## config.mk

```make
export PLATFORM = sky130hd
export DESIGN_NAME = trng_health_monitor
export DESIGN_NICKNAME = d
export VERILOG_FILES = /design/src/rtl/trng_health_monitor.sv
export SDC_FILE = /design/constraint.sdc
export NUM_CORES = 1
export LEC_CHECK = 0
export CAP_MARGIN = 5
export CORE_ASPECT_RATIO = 1.4
export CORE_MARGIN = 1.5
export CORE_UTILIZATION = 34
export DETAILED_ROUTE_END_ITERATION = 10
export HOLD_SLACK_MARGIN = 0.08
export SYNTH_ARGS = -nofsm -noshare
export SYNTH_HDL_FRONTEND = slang
export SYNTH_SLANG_ARGS = --single-unit
```

## constraint.sdc

```tcl
create_clock -name clk_i -period 2.5 [get_ports clk_i]
set_input_delay 0.375 -clock clk_i [delete_from_list [all_inputs] [get_ports clk_i]]
set_output_delay 0.375 -clock clk_i [all_outputs]
set_load 0.005 [all_outputs]
```

## src/rtl/trng_health_monitor.sv

```systemverilog
// trng_health_monitor: online health tests for a TRNG byte stream.
// A repetition count test and an adaptive proportion test check every
// accepted sample. Samples go downstream only once the start-up period
// has passed cleanly. Any test failure latches a sticky fault, and the
// block then stays silent until reset.
//
// Input handshake: there is no backpressure. sample_i is consumed on
// every rising edge where sample_valid_i is high, except in FAIL, where
// it is ignored. data_valid_o is a one-cycle strobe that qualifies
// data_out_o. data_out_o holds its last value while the strobe is low.
module trng_health_monitor #(
  parameter int unsigned RCT_CUTOFF      = 5,
  parameter int unsigned APT_WINDOW      = 512,
  parameter int unsigned APT_CUTOFF      = 13,
  parameter int unsigned STARTUP_SAMPLES = 1024
) (
  input  logic       clk_i,
  input  logic       reset_i,
  input  logic [7:0] sample_i,
  input  logic       sample_valid_i,
  output logic [7:0] data_out_o,
  output logic       data_valid_o,
  output logic       healthy_o,
  output logic       rct_fail_o,
  output logic       apt_fail_o,
  output logic [1:0] state_o
);

  localparam int unsigned AW = $clog2(APT_WINDOW) + 1;
  localparam logic [7:0]    RCT_CUT = 8'(RCT_CUTOFF);
  localparam logic [AW-1:0] APT_CUT = AW'(APT_CUTOFF);
  localparam logic [AW-1:0] APT_WIN = AW'(APT_WINDOW);
  localparam logic [AW-1:0] AW_MAX  = {AW{1'b1}};
  localparam logic [15:0]   SU_CNT  = 16'(STARTUP_SAMPLES);

  typedef enum logic [1:0] {
    ST_STARTUP = 2'd0,
    ST_RUN     = 2'd1,
    ST_FAIL    = 2'd2
  } state_e;

  state_e        state_q, state_d;
  logic [7:0]    last_q, last_d;
  logic [7:0]    rct_cnt_q, rct_cnt_d;
  logic [7:0]    ref_q, ref_d;
  logic [AW-1:0] apt_cnt_q, apt_cnt_d;
  logic [AW-1:0] win_idx_q, win_idx_d;
  logic [15:0]   su_cnt_q, su_cnt_d;
  logic [7:0]    data_out_q, data_out_d;
  logic          data_valid_q, data_valid_d;
  logic          healthy_q, healthy_d;
  logic          rct_fail_q, rct_fail_d;
  logic          apt_fail_q, apt_fail_d;

  logic          accept;
  logic          rct_trip, apt_trip;
  logic [7:0]    rct_new;
  logic [AW-1:0] apt_new, win_new;

  // Register all state, counters and outputs; reset discards partial counts.
  always_ff @(posedge clk_i) begin
    if (reset_i) begin
      state_q      <= ST_STARTUP;
      last_q       <= 8'd0;
      rct_cnt_q    <= 8'd0;
      ref_q        <= 8'd0;
      apt_cnt_q    <= '0;
      win_idx_q    <= '0;
      su_cnt_q     <= 16'd0;
      data_out_q   <= 8'd0;
      data_valid_q <= 1'b0;
      healthy_q    <= 1'b0;
      rct_fail_q   <= 1'b0;
      apt_fail_q   <= 1'b0;
    end else begin
      state_q      <= state_d;
      last_q       <= last_d;
      rct_cnt_q    <= rct_cnt_d;
      ref_q        <= ref_d;
      apt_cnt_q    <= apt_cnt_d;
      win_idx_q    <= win_idx_d;
      su_cnt_q     <= su_cnt_d;
      data_out_q   <= data_out_d;
      data_valid_q <= data_valid_d;
      healthy_q    <= healthy_d;
      rct_fail_q   <= rct_fail_d;
      apt_fail_q   <= apt_fail_d;
    end
  end

  // Evaluate both tests on each accepted sample, then decide the next state and forwarding.
  always_comb begin
    state_d      = state_q;
    last_d       = last_q;
    rct_cnt_d    = rct_cnt_q;
    ref_d        = ref_q;
    apt_cnt_d    = apt_cnt_q;
    win_idx_d    = win_idx_q;
    su_cnt_d     = su_cnt_q;
    data_out_d   = data_out_q;
    data_valid_d = 1'b0;
    rct_fail_d   = rct_fail_q;
    apt_fail_d   = apt_fail_q;
    rct_trip     = 1'b0;
    apt_trip     = 1'b0;
    rct_new      = rct_cnt_q;
    apt_new      = apt_cnt_q;
    win_new      = win_idx_q;

    // A zero run count means no sample has been seen since reset.
    accept = sample_valid_i && (state_q != ST_FAIL);

    if (accept) begin
      // Repetition count: a new value starts a new run of length one.
      if ((rct_cnt_q == 8'd0) || (sample_i != last_q)) begin
        rct_new = 8'd1;
      end else begin
        rct_new = (rct_cnt_q == 8'hFF) ? rct_cnt_q : rct_cnt_q + 8'd1;
      end
      last_d    = sample_i;
      rct_cnt_d = rct_new;
      rct_trip  = (rct_new == RCT_CUT);

      // Adaptive proportion: the first sample of each window is the reference.
      if (win_idx_q == '0) begin
        ref_d   = sample_i;
        apt_new = AW'(1);
        win_new = AW'(1);
      end else begin
        if (sample_i == ref_q) begin
          apt_new = (apt_cnt_q == AW_MAX) ? apt_cnt_q : apt_cnt_q + AW'(1);
        end
        win_new = (win_idx_q == AW_MAX) ? win_idx_q : win_idx_q + AW'(1);
        if (win_new == APT_WIN) begin
          win_new = '0;
        end
      end
      apt_cnt_d = apt_new;
      win_idx_d = win_new;
      apt_trip  = (apt_new == APT_CUT);

      su_cnt_d = (su_cnt_q == 16'hFFFF) ? su_cnt_q : su_cnt_q + 16'd1;

      if (rct_trip || apt_trip) begin
        state_d    = ST_FAIL;
        rct_fail_d = rct_fail_q | rct_trip;
        apt_fail_d = apt_fail_q | apt_trip;
      end else if (state_q == ST_RUN) begin
        data_valid_d = 1'b1;
        data_out_d   = sample_i;
      end else if (su_cnt_d == SU_CNT) begin
        // The sample that completes start-up is tested but not forwarded.
        state_d = ST_RUN;
      end
    end

    healthy_d = (state_d == ST_RUN);
  end

  assign data_out_o   = data_out_q;
  assign data_valid_o = data_valid_q;
  assign healthy_o    = healthy_q;
  assign rct_fail_o   = rct_fail_q;
  assign apt_fail_o   = apt_fail_q;
  assign state_o      = state_q;

endmodule

```

==> run metrics, run 1 <==
count of yosys warnings during synthesis 0; number of cells on the critical path 9; signal arrival time at the worst endpoint 2.68 ns; clock buffers created by TritonCTS 9; required time of the critical path 2.72 ns; largest fanout on the critical path 8; cells along the critical path clkdlybuf4s50_1 -> xor2_1 -> nor4_4 -> and2_4 -> a41oi_2 -> a211o_1 -> o21ba_2 -> buf_12 -> mux2i_1; die area 13,200 um^2; most frequently used cell type in the post-synthesis netlist sky130_fd_sc_hd__nand2_1; number of antenna diodes 0; buffers from clock root to sink, at most 2; largest net degree at the start of global routing 57; worst flop-to-flop path endpoint state_o[1]$_SDFF_PP0_; Port Buffers 24; top_reg_cell synth sky130_fd_sc_hd__dfxtp_1; Placeable Area 12,300 um^2; final cell utilization of the core 43.1%; Setup Total Neg Slack 0 ns; kind of critical path input pin to register; relative area change from synthesis to final layout 24.1%; kind of cell adding the most delay to the critical path simple AND/OR/NAND/NOR gates; Std-Cell Rows 48; number of inserted filler cells in the final layout 1,261; Max stage delay cell, worst path sky130_fd_sc_hd__nor4_4; final-stage net count 615; R2R Path Start su_cnt_q[2]$_SDFFE_PP0P_; post-detailed-route via-to-cell ratio 5.60; Synth Area in Compound Gates 19.4%; portion of netlist area occupied by mux cells 3.29%; count of H-tree levels built during CTS 3; xor/xnor cell area share of the yosys netlist 6.38%; worst hold path endpoint last_q[4]$_SDFFE_PP0P_; First-pass DRT Iterations 4; endpoints failing setup 0; ports placed on the boundary 25; cell area after synthesis 4250 um^2; startpoint kind of the worst setup timing path input pin; share of the synthesized area in the top cell type 34.8%; post-synthesis share of cell area spent on and, or, nand and nor gates 29.9%; HPWL after DPL 7.94 mm; clock skew 0.00644 ns; highest achievable clock rate 407 MHz; run status finished clean; main combinational cell family by area after synthesis simple AND/OR/NAND/NOR gates; Period minus WS final 2.46 ns; mean post-synth cell area 7.79 um^2; worst supply voltage drop on vdd 0.394 mV; Clock Pin Slew Worst Setup and Hold Paths 0.06 ns; Setup Slack @ Placement -0.322 ns; root cell of the clock tree sky130_fd_sc_hd__clkbuf_16; GPL Wtd Cong 0.903; TritonCTS clock tree yes; antenna-violating nets left 0; list of most frequent post-synthesis cells sky130_fd_sc_hd__nand2_1, sky130_fd_sc_hd__dfxtp_1, sky130_fd_sc_hd__nor2_1; relative max-transition margin 47.6%; DR vias 4,218; Worst R2R Setup Slack 0.10 ns; share of the clock period used by the worst path 98.2%; Worst Setup End Kind register; Hold WC Path Type input pin to register; post-detailed-routing wire length 11.4 mm; adder-cell share of the synthesized area 1.76%; WL/cell 15.2 um; worst hold slack after final layout 0.403 ns; CP bufs+invs 2; synth top area cells sky130_fd_sc_hd__dfxtp_1, sky130_fd_sc_hd__nand2_1, sky130_fd_sc_hd__a21oi_1, sky130_fd_sc_hd__nor2_1, sky130_fd_sc_hd__xnor2_1; syn nets 563; critical hold path startpoint sample_i[4]; number of sinks handled by clock tree synthesis 74; Iteration-0 DRC Markers 288; starting utilization of the core area 34.7%; Remaining DRCs 0; overall global routing resource usage 17.6%; proportion of synthesized chip area in sequential cells 34.8%; post-synthesis async set-or-reset flop share 0%; number of flops mapped to enable cells by yosys 0; Hold Crit Depth 3; register bit total from synthesis 74; number of global-route vias before repair 4,042; library cell with the largest summed area after synthesis sky130_fd_sc_hd__dfxtp_1; initial antenna violation count 0; Power Density 524 nW/um^2; Total Power 2.77 mW; worst stage delay on the critical path 0.47 ns; Leak 1.86 nW; number of unique standard cell types used by synthesis 63; final worst setup slack 0.0442 ns; Post-Synthesis Cells 546; first-pass GRT wire length 19.0 mm; fraction of layout cells with a size suffix above 1 14.3%; Maximum Capacitance Violations 0; number of cells on the worst reg-to-reg path 7; clock insertion delay at the later pin of the skew report 0.34 ns; Horiz. Die Dim 97.5 um; max-slew violations 0; final hold violation count 0; Die Y 135 um; Worst Tran Pin Value 0.781 ns; sum of overflow across all layers after global routing 0
[sequential cells by signal, summed over array words and instances (netlist names)]
| name | cells |
|---|---|
| su_cnt_q | 16 |
| apt_cnt_q | 10 |
| win_idx_q | 10 |
| data_out_o | 8 |
| last_q | 8 |
| rct_cnt_q | 8 |
| ref_q | 8 |
| state_o | 2 |
| apt_fail_o | 1 |
| data_valid_o | 1 |
| healthy_o | 1 |
| rct_fail_o | 1 |
[worst min-delay path: stages]
cell and delay (ns):
sky130_fd_sc_hd__dlymetal6s2s_1 0.19, sky130_fd_sc_hd__nand2_1 0.08, sky130_fd_sc_hd__a21oi_1 0.05
[how the worst max path moves through the flow]
stage                                  start                          to  slack [ns]
CTS                              sample_i[2]  data_out_o[0]$_SDFFE_PP0P_        0.04
global route                     sample_i[6]  data_out_o[3]$_SDFFE_PP0P_       -0.02
finish                           sample_i[6]  data_out_o[6]$_SDFFE_PP0P_        0.04
floorplan           su_cnt_q[0]$_SDFFE_PP0P_        healthy_o$_SDFF_PP0_        0.25
detailed placement               sample_i[2]  data_out_o[6]$_SDFFE_PP0P_       -0.32
global placement                 sample_i[2]     apt_fail_o$_SDFFE_PP0P_       -0.27
[cells by family after synthesis]
group	Yosys count
AO/OA/AOI/OAI	127
XOR/XNOR	31
flip-flops	74
multiplexers	14
AND/OR/NAND/NOR	249
adder cells (fa/ha/maj)	6
buffers and inverters	45
[per-stage QoR]
step | instance area, um^2 | cells
2_1_floorplan | 4250 | 546
3_3_place_gp | 4930 | 734
3_5_place_dp | 4930 | 734
4_1_cts | 5220 | 750
5_1_grt | 5280 | 753
6_report | 5280 | 753
[routing by layer]
metal / track usage [%] / up-vias / share of wire, %
met5: 0 / - / 0
met4: 9.37 / 0 / 3.0
met3: 3.51 / 29 / 3.4
met2: 29.7 / 100 / 50
met1: 21.2 / 2014 / 44
li1: - / 2075 / -
[where the power goes]
| group | leakage [nW] | internal [mW] | switching (mW) |
|---|---|---|---|
| combinational | 1.12 | 0.102 | 0.149 |
| clock | 0.142 | 0.770 | 0.522 |
| sequential | 0.601 | 1.20 | 0.0209 |
[final cells by class]
cell class / instances / area [um^2] / area share [%]
clock inverters: 7 / 68.8 / 1.30
well taps: 150 / 188 / 3.56
flip-flops and latches: 74 / 1480 / 28.1
clock buffers: 9 / 225 / 4.27
repair buffers: 74 / 651 / 12.3
multi-input cells: 427 / 2620 / 49.6
inverters: 12 / 45.0 / 0.853
[cell usage in the layout (no fill, tap or decap), types with 11 or more instances in the layout]
master                            netlist  final
sky130_fd_sc_hd__xor2_1                13     13
sky130_fd_sc_hd__nor2_1                50     50
sky130_fd_sc_hd__clkdlybuf4s50_1        0     22
sky130_fd_sc_hd__nor3_1                22     21
sky130_fd_sc_hd__mux2i_1               14     14
sky130_fd_sc_hd__xnor2_1               18     18
sky130_fd_sc_hd__nand2_1               87     87
sky130_fd_sc_hd__buf_4                  1     47
sky130_fd_sc_hd__a21oi_1               42     42
sky130_fd_sc_hd__nand3_1               18     18
sky130_fd_sc_hd__a31oi_1               12     12
sky130_fd_sc_hd__dfxtp_1               74     72
sky130_fd_sc_hd__nand4_1               14     14
sky130_fd_sc_hd__o21ai_0               20     20
sky130_fd_sc_hd__inv_1                 11     11
[timing repair]
item / 4_1_cts / 5_1_grt
hold buffers: 0 / 0
resized for setup: 0 / 8
setup endpoints to repair: 0 / 11
endpoints found under the hold margin: 0 / 0
buffers inserted: 0 / 3
(Power assumes the default switching activity.)
==> run 2: changes to the inputs <==
--- a/config.mk
+++ b/config.mk
@@ -11,6 +11,7 @@
 export CORE_UTILIZATION = 34
 export DETAILED_ROUTE_END_ITERATION = 10
 export HOLD_SLACK_MARGIN = 0.08
+export PLACE_DENSITY = 0.47
 export SYNTH_ARGS = -nofsm -noshare
 export SYNTH_HDL_FRONTEND = slang
 export SYNTH_SLANG_ARGS = --single-unit
==> run metrics, run 2 (synthesis gave the netlist of run 1 again) <==
run status finished clean (unchanged); worst hold slack after final layout 0.461 ns (was 0.403 ns); number of antenna diodes 0 (unchanged); worst stage delay on the critical path 0.49 ns (was 0.47 ns); required time of the critical path 2.72 ns (about the same); buffers from clock root to sink, at most 2 (unchanged); initial antenna violation count 0 (unchanged); number of cells on the worst reg-to-reg path 8 (was 7); relative area change from synthesis to final layout 25.9% (was 24.1%); startpoint kind of the worst setup timing path input pin (unchanged); Leak 1.90 nW (was 1.86 nW); clock buffers created by TritonCTS 9 (unchanged); kind of critical path input pin to register (unchanged); relative max-transition margin 53.7% (was 47.6%); die area 13,200 um^2 (unchanged); Port Buffers 24 (unchanged); Die Y 135 um (unchanged); commonest non-fill, non-tap cell in the layout sky130_fd_sc_hd__nand2_1 (unchanged); Largest register FFs 16 (unchanged); post-detailed-route via-to-cell ratio 5.37 (was 5.60); largest net degree at the start of global routing 57 (unchanged); final cell utilization of the core 43.7% (was 43.1%); Horiz. Die Dim 97.5 um (unchanged); Power Density 538 nW/um^2 (was 524 nW/um^2); HPWL after DPL 8.53 mm (was 7.94 mm); root cell of the clock tree sky130_fd_sc_hd__clkbuf_16 (unchanged); Std-Cell Rows 48 (unchanged); antenna-violating nets left 0 (unchanged); Setup Slack @ Placement -0.368 ns (was -0.322 ns); number of hold buffers added after cts 0 (unchanged); setup repair after global routing missed its margin no; Period minus WS final 2.43 ns (was 2.46 ns); ports placed on the boundary 25 (unchanged); largest fanout on the critical path 9 (was 8); first-pass GRT wire length 19.6 mm (was 19.0 mm); Hold Crit Depth 2 (was 3); count of H-tree levels built during CTS 3 (unchanged); clock insertion delay at the later pin of the skew report 0.34 ns (about the same); Max stage delay cell, worst path sky130_fd_sc_hd__clkdlybuf4s50_1 (was sky130_fd_sc_hd__nor4_4); Iteration-0 DRC Markers 96 (was 288); R2R Path Start apt_cnt_q[5]$_SDFFE_PP0P_ (was su_cnt_q[2]$_SDFFE_PP0P_); number of inserted filler cells in the final layout 1,278 (was 1,261); final hold violation count 0 (unchanged); Remaining DRCs 0 (unchanged); overall global routing resource usage 18.6% (was 17.6%); final worst setup slack 0.0742 ns (was 0.0442 ns); Worst Tran Pin Value 0.690 ns (was 0.781 ns); signal arrival time at the worst endpoint 2.65 ns (was 2.68 ns); endpoints failing setup 0 (unchanged); Worst R2R Setup Slack 0.13 ns (was 0.10 ns); register bank with the most flops su_cnt_q (unchanged); biggest regs su_cnt_q x16, apt_cnt_q x10, win_idx_q x10 (unchanged); final-stage net count 624 (was 615); DR vias 4,095 (was 4,218); fraction of layout cells with a size suffix above 1 15.8% (was 14.3%); clock skew 0.00842 ns (was 0.00644 ns); top library cells by usage in the layout, fill and taps aside sky130_fd_sc_hd__nand2_1, sky130_fd_sc_hd__dfxtp_1, sky130_fd_sc_hd__buf_4, sky130_fd_sc_hd__nor2_1, sky130_fd_sc_hd__a21oi_1 (was sky130_fd_sc_hd__nand2_1, sky130_fd_sc_hd__dfxtp_1, sky130_fd_sc_hd__nor2_1, sky130_fd_sc_hd__buf_4, sky130_fd_sc_hd__a21oi_1); Hold WC Path Type register to register (was input pin to register); post-detailed-routing wire length 12.0 mm (was 11.4 mm); max-slew violations 0 (unchanged); worst supply voltage drop on vdd 0.342 mV (was 0.394 mV); starting utilization of the core area 34.7% (unchanged); First-pass DRT Iterations 4 (unchanged); Total Power 2.88 mW (was 2.77 mW); Placeable Area 12,300 um^2 (unchanged); Maximum Capacitance Violations 0 (unchanged); TritonCTS clock tree yes (unchanged); worst hold path endpoint data_out_o[4]$_SDFFE_PP0P_ (was last_q[4]$_SDFFE_PP0P_); highest achievable clock rate 412 MHz (was 407 MHz); worst flop-to-flop path endpoint data_valid_o$_SDFF_PP0_ (was state_o[1]$_SDFF_PP0_); share of the clock period used by the worst path 97.0% (was 98.2%); Clock Pin Slew Worst Setup and Hold Paths 0.06 ns (about the same); WL/cell 15.7 um (was 15.2 um); GPL Wtd Cong 0.860 (was 0.903); critical hold path startpoint data_out_o[4]$_SDFFE_PP0P_ (was sample_i[4]); cells along the critical path clkdlybuf4s50_1 -> xor2_1 -> nor4_4 -> buf_4 -> a311oi_1 -> o21ai_1 -> a211o_1 -> o21ba_2 -> buf_12 -> and2_1 (was clkdlybuf4s50_1 -> xor2_1 -> nor4_4 -> and2_4 -> a41oi_2 -> a211o_1 -> o21ba_2 -> buf_12 -> mux2i_1); number of sinks handled by clock tree synthesis 74 (unchanged); number of global-route vias before repair 3,921 (was 4,042); sum of overflow across all layers after global routing 0 (unchanged); Worst Setup End Kind register (unchanged)
[run 2: power by group]
part	total, mW	switching, mW	internal [mW]
logic	0.260	0.152	0.108
clock network	1.40	0.521	0.876
registers	1.22	0.0195	1.20
[run 2: area by class of cell]
cell class / count / area [um^2] / area share, %
clock buffers: 10 / 229 / 4.28
well taps: 150 / 188 / 3.51
inverters: 12 / 45.0 / 0.841
multi-input cells: 427 / 2630 / 49.1
repair buffers: 83 / 691 / 12.9
clock inverters: 6 / 88.8 / 1.66
flip-flops and latches: 74 / 1490 / 27.7
[run 2: critical path: cells and delay by family]
kind,cells,cell delay (ns)
xor+xnor,1,0.27
compound gates,4,0.96
simple gates,2,0.22
buf+inv,3,0.81
[run 2: worst max-delay path by stage]
stage,startpoint,endpoint,slack [ns]
global placement,sample_i[6],data_valid_o$_SDFF_PP0_,-0.36
floorplan,su_cnt_q[0]$_SDFFE_PP0P_,healthy_o$_SDFF_PP0_,0.25
global route,sample_i[0],data_valid_o$_SDFF_PP0_,0.008
finish,sample_i[0],data_valid_o$_SDFF_PP0_,0.07
detailed placement,sample_i[6],data_out_o[5]$_SDFFE_PP0P_,-0.37
CTS,sample_i[2],data_out_o[5]$_SDFFE_PP0P_,0.05
[run 2: through the flow]
step,std cells,area [um^2],setup TNS (ns)
finish,762,5350,0
global placement,743,4980,-4.39
detailed placement,743,4980,-4.26
CTS,761,5320,0
global route,762,5350,0
floorplan,546,4250,0
[run 2: metal layers]
metal  part of all wire, %  track usage, %  routed length [um]  vias up
li1                      -               -                   -     2099
met1                    45            22.0                5380     1913
met2                    51            33.9                6080       71
met3                   2.7            2.94                 321       12
met4                   1.5            6.35                 183        0
met5                     0               0                   0        -
[run 2: what timing repair did]
item | in CTS | in global routing
pin swaps | 2 | 2
setup buffers | 2 | 1
resized for setup | 1 | 9
endpoints found under the setup margin | 6 | 12
